[src/rtl/des_key_schedule_if.sv]
// Purpose: subkey handshake bundle between the key schedule and its consumer.
// Latency: none (plain signal bundle).
// Backpressure: sk_valid/sk_ready, with the producer holding sk_out until accepted.
// Ports: start/key_din/decrypt  load a key and choose issue order.
//        sk_out/sk_valid/sk_round/sk_ready  subkey stream.
//        busy/done  generation status.
interface des_key_schedule_if;
    logic        start;
    logic [63:0] key_din;
    logic        decrypt;
    logic        sk_ready;
    logic [47:0] sk_out;
    logic        sk_valid;
    logic [3:0]  sk_round;
    logic        busy;
    logic        done;

    // Drives the key schedule (key source plus subkey consumer).
    modport master (
        output start, key_din, decrypt, sk_ready,
        input  sk_out, sk_valid, sk_round, busy, done
    );

    // The key schedule itself.
    modport slave (
        input  start, key_din, decrypt, sk_ready,
        output sk_out, sk_valid, sk_round, busy, done
    );
endinterface

[src/rtl/des_key_schedule.sv]
// Purpose: DES round-subkey generator; PC-1 on start, then 16 PC-2 subkeys by rotating C/D.
// Latency: start at edge T -> first subkey valid after T+2; done pulse after T+18 with sk_ready=1.
// Backpressure: sk_valid/sk_ready; sk_out is held from registers while sk_ready is low.
// Ports: clk, rst_n (async, active-low); ks = des_key_schedule_if.slave
//        (start, key_din, decrypt, sk_ready in; sk_out, sk_valid, sk_round, busy, done out).
module des_key_schedule #(
    parameter int NUM_ROUNDS = 16
) (
    input  logic                 clk,
    input  logic                 rst_n,
    des_key_schedule_if.slave    ks
);

    localparam logic [3:0] LAST_RND = 4'(NUM_ROUNDS - 1);

    // Tables hold DES 1-based bit numbers; bit n of a k-bit vector is vector[k-n].
    localparam int PC1_TAB [56] = '{
        57, 49, 41, 33, 25, 17,  9,  1, 58, 50, 42, 34, 26, 18,
        10,  2, 59, 51, 43, 35, 27, 19, 11,  3, 60, 52, 44, 36,
        63, 55, 47, 39, 31, 23, 15,  7, 62, 54, 46, 38, 30, 22,
        14,  6, 61, 53, 45, 37, 29, 21, 13,  5, 28, 20, 12,  4
    };
    localparam int PC2_TAB [48] = '{
        14, 17, 11, 24,  1,  5,  3, 28, 15,  6, 21, 10,
        23, 19, 12,  4, 26,  8, 16,  7, 27, 20, 13,  2,
        41, 52, 31, 37, 47, 55, 30, 40, 51, 45, 33, 48,
        44, 49, 39, 56, 34, 53, 46, 42, 50, 36, 29, 32
    };

    function automatic logic [55:0] pc1(input logic [63:0] k);
        logic [55:0] r;
        r = '0;
        for (int j = 0; j < 56; j++) r[55-j] = k[64-PC1_TAB[j]];
        return r;
    endfunction

    function automatic logic [47:0] pc2(input logic [55:0] cd);
        logic [47:0] r;
        r = '0;
        for (int j = 0; j < 48; j++) r[47-j] = cd[56-PC2_TAB[j]];
        return r;
    endfunction

    function automatic logic [27:0] rot28(input logic [27:0] x, input logic right, input logic [1:0] n);
        logic [27:0] r;
        case (n)
            2'd0:    r = x;
            2'd1:    r = right ? {x[0], x[27:1]}   : {x[26:0], x[27]};
            default: r = right ? {x[1:0], x[27:2]} : {x[25:0], x[27:26]};
        endcase
        return r;
    endfunction

    typedef enum logic [1:0] {IDLE, GEN, DRAIN} state_t;

    state_t      state, state_nxt;
    logic [27:0] c_q, c_nxt, d_q, d_nxt;
    logic        mode_q, mode_nxt;      // 1: decrypt order
    logic        primed_q, primed_nxt;  // first GEN cycle only settles
    logic [3:0]  rnd_q, rnd_nxt;
    logic [47:0] sk_q, sk_nxt;
    logic        vld_q, vld_nxt;
    logic [3:0]  slot_q, slot_nxt;
    logic        done_q, done_nxt;
    logic [1:0]  shamt;
    logic [27:0] c_rot, d_rot;
    logic        slot_free;

    // Decrypt walks the encrypt schedule backwards: right-rotate by the shift
    // that produced the previous subkey, starting with 0 since the encrypt
    // shifts total 28 and PC1 itself is already the K16 C/D state.
    always_comb begin
        shamt = 2'd2;
        if (mode_q) begin
            if (rnd_q == 4'd0) shamt = 2'd0;
            else if (rnd_q == 4'd1 || rnd_q == 4'd8 || rnd_q == 4'd15) shamt = 2'd1;
        end else begin
            if (rnd_q == 4'd0 || rnd_q == 4'd1 || rnd_q == 4'd8 || rnd_q == 4'd15) shamt = 2'd1;
        end
    end

    assign c_rot     = rot28(c_q, mode_q, shamt);
    assign d_rot     = rot28(d_q, mode_q, shamt);
    assign slot_free = !vld_q || ks.sk_ready;

    always_comb begin
        state_nxt  = state;
        c_nxt      = c_q;
        d_nxt      = d_q;
        mode_nxt   = mode_q;
        primed_nxt = primed_q;
        rnd_nxt    = rnd_q;
        sk_nxt     = sk_q;
        vld_nxt    = vld_q;
        slot_nxt   = slot_q;
        done_nxt   = 1'b0;
        case (state)
            IDLE: begin
                if (ks.start) begin
                    {c_nxt, d_nxt} = pc1(ks.key_din);
                    mode_nxt       = ks.decrypt;
                    rnd_nxt        = 4'd0;
                    primed_nxt     = 1'b0;
                    state_nxt      = GEN;
                end
            end
            GEN: begin
                if (!primed_q) begin
                    primed_nxt = 1'b1;
                end else if (slot_free) begin
                    c_nxt    = c_rot;
                    d_nxt    = d_rot;
                    sk_nxt   = pc2({c_rot, d_rot});
                    vld_nxt  = 1'b1;
                    slot_nxt = rnd_q;
                    rnd_nxt  = rnd_q + 4'd1;
                    if (rnd_q == LAST_RND) state_nxt = DRAIN;
                end
            end
            DRAIN: begin
                if (ks.sk_ready) begin
                    vld_nxt   = 1'b0;
                    done_nxt  = 1'b1;
                    state_nxt = IDLE;
                end
            end
            default: state_nxt = IDLE;
        endcase
    end

    always_ff @(posedge clk or negedge rst_n) begin
        if (!rst_n) begin
            state    <= IDLE;
            c_q      <= '0;
            d_q      <= '0;
            mode_q   <= 1'b0;
            primed_q <= 1'b0;
            rnd_q    <= '0;
            sk_q     <= '0;
            vld_q    <= 1'b0;
            slot_q   <= '0;
            done_q   <= 1'b0;
        end else begin
            state    <= state_nxt;
            c_q      <= c_nxt;
            d_q      <= d_nxt;
            mode_q   <= mode_nxt;
            primed_q <= primed_nxt;
            rnd_q    <= rnd_nxt;
            sk_q     <= sk_nxt;
            vld_q    <= vld_nxt;
            slot_q   <= slot_nxt;
            done_q   <= done_nxt;
        end
    end

    assign ks.sk_out   = sk_q;
    assign ks.sk_valid = vld_q;
    assign ks.sk_round = slot_q;
    assign ks.done     = done_q;
    assign ks.busy     = (state != IDLE);

endmodule

[src/flat_wrapper.sv]
// flat-port wrapper written by rule: the top's interface ports become plain ports
module des_key_schedule_flat 
#(
    parameter int NUM_ROUNDS = 16
)
  (clk, rst_n, ks_start, ks_key_din, ks_decrypt, ks_sk_ready, ks_sk_out, ks_sk_valid, ks_sk_round, ks_busy, ks_done);
  des_key_schedule_if ks_i ();
  input  logic clk;
  input  logic rst_n;
  input wire logic [$bits(ks_i.start)-1:0] ks_start;
  input wire logic [$bits(ks_i.key_din)-1:0] ks_key_din;
  input wire logic [$bits(ks_i.decrypt)-1:0] ks_decrypt;
  input wire logic [$bits(ks_i.sk_ready)-1:0] ks_sk_ready;
  output wire logic [$bits(ks_i.sk_out)-1:0] ks_sk_out;
  output wire logic [$bits(ks_i.sk_valid)-1:0] ks_sk_valid;
  output wire logic [$bits(ks_i.sk_round)-1:0] ks_sk_round;
  output wire logic [$bits(ks_i.busy)-1:0] ks_busy;
  output wire logic [$bits(ks_i.done)-1:0] ks_done;
  assign ks_i.start = ks_start;
  assign ks_i.key_din = ks_key_din;
  assign ks_i.decrypt = ks_decrypt;
  assign ks_i.sk_ready = ks_sk_ready;
  assign ks_sk_out = ks_i.sk_out;
  assign ks_sk_valid = ks_i.sk_valid;
  assign ks_sk_round = ks_i.sk_round;
  assign ks_busy = ks_i.busy;
  assign ks_done = ks_i.done;
  des_key_schedule #(.NUM_ROUNDS(NUM_ROUNDS)) u_core (.clk(clk), .rst_n(rst_n), .ks(ks_i));
endmodule
[config.mk]
export PLATFORM = sky130hd
export DESIGN_NAME = des_key_schedule_flat
export DESIGN_NICKNAME = d
export VERILOG_FILES = /design/src/rtl/des_key_schedule_if.sv /design/src/rtl/des_key_schedule.sv /design/src/flat_wrapper.sv
export SDC_FILE = /design/constraint.sdc
export NUM_CORES = 1
export LEC_CHECK = 0
export CORE_MARGIN = 2
export CORE_UTILIZATION = 62
export CTS_BUF_LIST = sky130_fd_sc_hd__clkbuf_4 sky130_fd_sc_hd__clkbuf_8
export CTS_CLUSTER_SIZE = 12
export DETAILED_ROUTE_END_ITERATION = 8
export DONT_BUFFER_PORTS = 1
export PLACE_DENSITY = 0.83
export REMOVE_ABC_BUFFERS = 1
export SLEW_MARGIN = 10
export SYNTH_ARGS = -nofsm -noshare
export SYNTH_HDL_FRONTEND = slang
export SYNTH_SLANG_ARGS = --single-unit
export TNS_END_PERCENT = 50
[constraint.sdc]
create_clock -name clk -period 5.6 [get_ports clk]
set_input_delay 0.56 -clock clk [delete_from_list [all_inputs] [get_ports clk]]
set_output_delay 0.56 -clock clk [all_outputs]
set_load 0.005 [all_outputs]
# Word-level counts from Yosys, hierarchy flattened
# Index checks and enable logic that the tools add are counted.
# Widths: inputs -> output; s select.
# word_totals
regBits	118
inputBits	69
# classes
addsub	1
eq_ne	12
mux	36
n_reduce_logical	20
# op_table
cell	count
$mux 28	10
$pmux 28 s2	4
$mux 2	9
$mux 4	3
$reduce_and 5->1	2
$eq 4x4->1 const B	2
$pmux 4 s2	1
$reduce_and 4->1	2
$logic_or 1x1->1	6
$mux 1	6
$ne 2x1->1 const B	3
$ne 2x2->1 const B	3
$pmux 2 s3	1
$reduce_bool 2->1	3
$add 4x1->4 const B	1
$eq 2x1->1 const B	2
$eq 4x1->1 const B	1
$logic_not 2->1	2
$logic_not 4->1	1
$pmux 1 s2	2
$reduce_and 2->1	2
$reduce_and 3->1	1
$eq 2x2->1 const B	1
$logic_not 1->1	1

# Longest topological paths before layout
# depth
word_depth	11
mapped_depth	9
ltp_nobuf	7

# Least setup slack after synthesis
# Ideal clock, no wire load.
# synth_path
path_kind	register to register
start	register u_core.rnd_q[0]
end	register u_core.c_q[11]
arrival_ps	1775
path_slack_ps	3690
stages_incl_launch_ff	9
path_cell_list	dfrtp_1 inv_1 ha_1 o31ai_2 a31oi_1 buf_2 buf_6 a222oi_1 o21ai_0
# synth_via
elab_chain_cells	11
word_cells_on_any_way	19
# synth_rtl
item	line	text
start: declaration	des_key_schedule.sv:60	logic [3:0] rnd_q, rnd_nxt;
start signal: assignment	des_key_schedule.sv:149	rnd_q <= rnd_nxt;
$eq 4x1->1 (tied with other cells)	des_key_schedule.sv:76, des_key_schedule.sv:78	
$logic_or 1x1->1 (on tied branches) (2 in series)	des_key_schedule.sv:76, des_key_schedule.sv:78	
$mux 2 / $logic_or 1x1->1 (equally long branches)	des_key_schedule.sv:76, des_key_schedule.sv:78	
$mux 2 (on tied branches)	des_key_schedule.sv:75, des_key_schedule.sv:78	
$mux 2 (*)	des_key_schedule.sv:74	if (mode_q) begin
$eq 2x1->1 / $logic_not 2->1 (equally long branches)	des_key_schedule.sv:46	case (n)
$pmux 28 s2 (*)	des_key_schedule.sv:46	
$mux 28 (*)	des_key_schedule.sv:110	end else if (slot_free) begin
$mux 28 (*)	des_key_schedule.sv:108	if (!primed_q) begin
$pmux 28 s2 (*)	des_key_schedule.sv:97	case (state)
end signal: assignment	des_key_schedule.sv:145	c_q <= c_nxt;
end: declaration	des_key_schedule.sv:57	logic [27:0] c_q, c_nxt, d_q, d_nxt;
# Every way passes the cells marked *; elsewhere a longest branch is shown, timed or not. The select of a mux whose other input is x is not followed.
# A chain may end at the register's enable or synchronous reset.

# Final worst setup path
# layout_path
start	register u_core.mode_q
end	register u_core.d_q[21]
# layout_via
elab_chain_cells	6
word_cells_on_any_way	11
# layout_rtl
item	line	text
start: declaration	des_key_schedule.sv:58	logic mode_q, mode_nxt;
start signal: assignment	des_key_schedule.sv:147	mode_q <= mode_nxt;
$mux 2	des_key_schedule.sv:74	
$eq 2x1->1 / $logic_not 2->1 (equally long branches)	des_key_schedule.sv:46	
$pmux 28 s2	des_key_schedule.sv:46	
$mux 28	des_key_schedule.sv:110	
$mux 28	des_key_schedule.sv:108	
$pmux 28 s2	des_key_schedule.sv:97	
end signal: assignment	des_key_schedule.sv:146	d_q <= d_nxt;
end: declaration	des_key_schedule.sv:57	
# Several ways; a longest one is shown, not always the timed one. The select of a mux whose other input is x is not followed.

==> impl_metrics.json <==
{
  "die_x_um": 105.8,
  "drv_slew": 0,
  "critPathLaunchType": "register",
  "ys.flop_type": "dfrtp_1",
  "power.switching_uw": 1764,
  "syn2layout_area_growth_pct": 7.680,
  "crit_arrival_ns": 3.68,
  "cts.reportedPaths.clkPinSlew_ns": 0.08,
  "clkPwrFrac": 0.221,
  "leakagePower_uw": 0.003533,
  "synthAdderAreaFrac": 0.005848,
  "fmax_mhz": 299.6,
  "drtIter0Drc": 697,
  "numCtsBuffers": 17,
  "synth_compound_area_frac": 0.2320,
  "cp_max_fo": 58,
  "switching_share": 0.4418,
  "worst-setup-path-type": "register to register",
  "finalSetupViolCount": 0,
  "grt_pass1_wl_um": 26700,
  "antenna_found_initial": 3,
  "synth.area.top_cells": "dfrtp_1 (46%), nand2_1 (13%), a222oi_1 (7.5%)",
  "synth_xor_area_frac": 0,
  "async_reset_ff_frac": 1.000,
  "dp_hpwl_um": 9457,
  "drive_gt1_frac": 0.06649,
  "ys_seq_elements": 118,
  "io_pins": 124,
  "drc": 0,
  "first_pass_iters": 9,
  "dieArea_mm2": 0.01118,
  "end_kind": "register",
  "initial_core_util": 0.6302,
  "placed_cell_area_mm2": 0.006420,
  "synth_edf_count": 0,
  "yosysTopAreaCell": "dfrtp_1",
  "cap_violations": 0,
  "port_buffers": 0,
  "htree_levels": 4,
  "r2r_cells": 5,
  "final.setup_skew_ns": 0.01335,
  "crit_cells": 5,
  "wl_per_cell_um": 18.09,
  "cts_resized": 0,
  "ant_nets": 0,
  "hold_viol": 0,
  "num_rows": 37,
  "cts.sink_count": 118,
  "period_share": 0.5961,
  "synthCells": 776,
  "critPathTopFamily": "simple AND/OR/NAND/NOR gates",
  "netlist.area_leader.share": 0.4600,
  "cp_slowest_cell": "and4bb_2",
  "cts_buffer_depth": 2,
  "p_seq_frac": 0.360,
  "die_y_um": 105.8,
  "p_comb_frac": 0.419,
  "period_needed_ns": 3.338,
  "yosysSeqAreaShare": 0.4600,
  "clock_latency_ns": 0.42,
  "synthMostInstantiatedCell": "nand2_1",
  "rsz0062_at_grt": "false",
  "synth-simple-area-share": 0.2522,
  "peakVddDrop_mv": 0.4787,
  "cp.required_ns": 5.94,
  "synth_mux_area_frac": 0.001754,
  "vias_per_cell": 6.513,
  "synth_area_per_cell_um2": 8.271,
  "crit_buf_inv": 1,
  "netlist_area_mm2": 0.006419,
  "grt_usage": 0.2938,
  "power_density_mw_per_mm2": 577.7,
  "setup_tns_ns": 0,
  "nets": 811,
  "crit_path_frequent_cell": "nand2_1",
  "synth_top_family_by_area": "simple AND/OR/NAND/NOR gates",
  "cts_tree": "built",
  "grt_max_degree": 119,
  "postCtsSetupBuffers": 0,
  "vias": 5803,
  "internal_power_uw": 2229,
  "fin_area_mm2": 0.006912,
  "gp_congestion": 0.8169,
  "wl_um": 16110,
  "grt-ovfl-total": 0,
  "n_fill_cell": 804,
  "max_slew_margin": 0.2235,
  "max_slew.worst_pin.slew_ns": 1.165,
  "synth.cells.most_frequent": "nand2_1 (229), dfrtp_1 (118), o21ai_1 (81)",
  "yosys_warnings": 0,
  "worstPathCellList": "buf_4 > and4bb_2 > nand2_1 > nand2_1 > o2bb2ai_1",
  "grt_pass1_vias": 5597,
  "core-area_mm2": 0.01018,
  "yosysUniqueCellTypes": 30,
  "cp_slowest_stage_delay_ns": 1.11,
  "status": "complete, no violations",
  "hp-class": "input pin to async pin",
  "clockRootBuffer": "clkbuf_8",
  "hold_buffers": 1
}
## cell usage in the layout, fill, tap and decap left out, types with 2 or more instances in the layout
master,n
nor2_1,4
and3_1,48
a222oi_1,48
a21oi_1,49
ha_1,3
bufinv_16,4
a221oi_1,8
nand2b_1,57
clkinvlp_4,2
nor2b_1,2
clkinv_2,2
nand3_1,3
nand2_1,229
buf_4,7
o21ai_0,33
diode_2,3
clkbuf_4,3
dfrtp_1,117
clkbuf_8,21
inv_1,7
o2bb2ai_1,8
o21ai_1,81
a31oi_4,2
## worst reg2reg max path, stage by stage (launching register included)
cell,delay [ns]
dfrtp_2,0.89
buf_4,0.56
and4bb_2,1.12
nand2_1,0.12
nand2_1,0.39
o2bb2ai_1,0.18
## power by group through the flow
| stage | combinational, uW | sequential, uW | clock (uW) |
|---|---|---|---|
| floorplan | 1170 | 1380 | 0 |
| global placement | 1550 | 1430 | 0 |
| detailed placement | 1630 | 1440 | 0 |
| CTS | 1660 | 1430 | 894 |
| global route | 1880 | 1480 | 926 |
| finish | 1670 | 1440 | 881 |
## sequential cells by signal, indices dropped and copies added, names as in the netlist
register            flops
u_core.ks.sk_out       48
u_core.ks.sk_valid      1
u_core.c_q             28
u_core.ks.sk_round      4
u_core.ks.done          1
u_core.mode_q           1
u_core.state            2
u_core.d_q             28
u_core.rnd_q            4
u_core.primed_q         1
## layout make-up
type	count	area (um2)	share of cell area
clock buffers	24	311.5	0.04508
multi-input cells	587	3217	0.4654
well taps	136	170.2	0.02462
diodes	3	7.507	0.001086
inverters	7	26.28	0.003802
clock inverters	8	145.1	0.02100
flip-flops and latches	118	2954	0.4274
repair buffers	8	80.08	0.01159
## routing by layer
metal | part of all wire | up-vias | global-route usage | wire [um]
li1 | - | 2686 | - | -
met1 | 0.42 | 2781 | 0.4025 | 6787
met2 | 0.47 | 314 | 0.4516 | 7619
met3 | 0.091 | 22 | 0.08040 | 1464
met4 | 0.015 | 0 | 0.1043 | 242
met5 | 0 | - | 0 | 0
## final timing paths
path	startpoint	endpoint	slack (ns)
max	u_core.mode_q	u_core.d_q[21]	2.26
min	rst_n	u_core.ks.sk_out[29]	0.07
max reg2reg	u_core.mode_q	u_core.d_q[21]	2.26
min reg2reg	u_core.ks.sk_out[14]	u_core.ks.sk_out[14]	0.51
max in group asynchronous	rst_n	u_core.d_q[0]	5.06
min in group clk	ks_decrypt	u_core.mode_q	0.25
## metrics by stage
stage          power, uW  std cells  setup WS (ns)  hold WS, ns  utilization
5_1_grt             4280        891          1.998       0.1211       0.6786
2_1_floorplan       2551        712         0.4604       0.2644            -
3_5_place_dp        3065        855          2.405       0.2673       0.6303
4_1_cts             3979        888          2.368       0.1058       0.6779
3_3_place_gp        2978        855          2.506       0.2681       0.6303
6_report            3993        891          2.262      0.07240       0.6786
## cells by family after synthesis
family | Yosys count
simple gates | 350
compound gates | 233
flops | 118
buf+inv | 71
mux | 1
fa+ha+maj | 3
(Power assumes the default switching activity.)
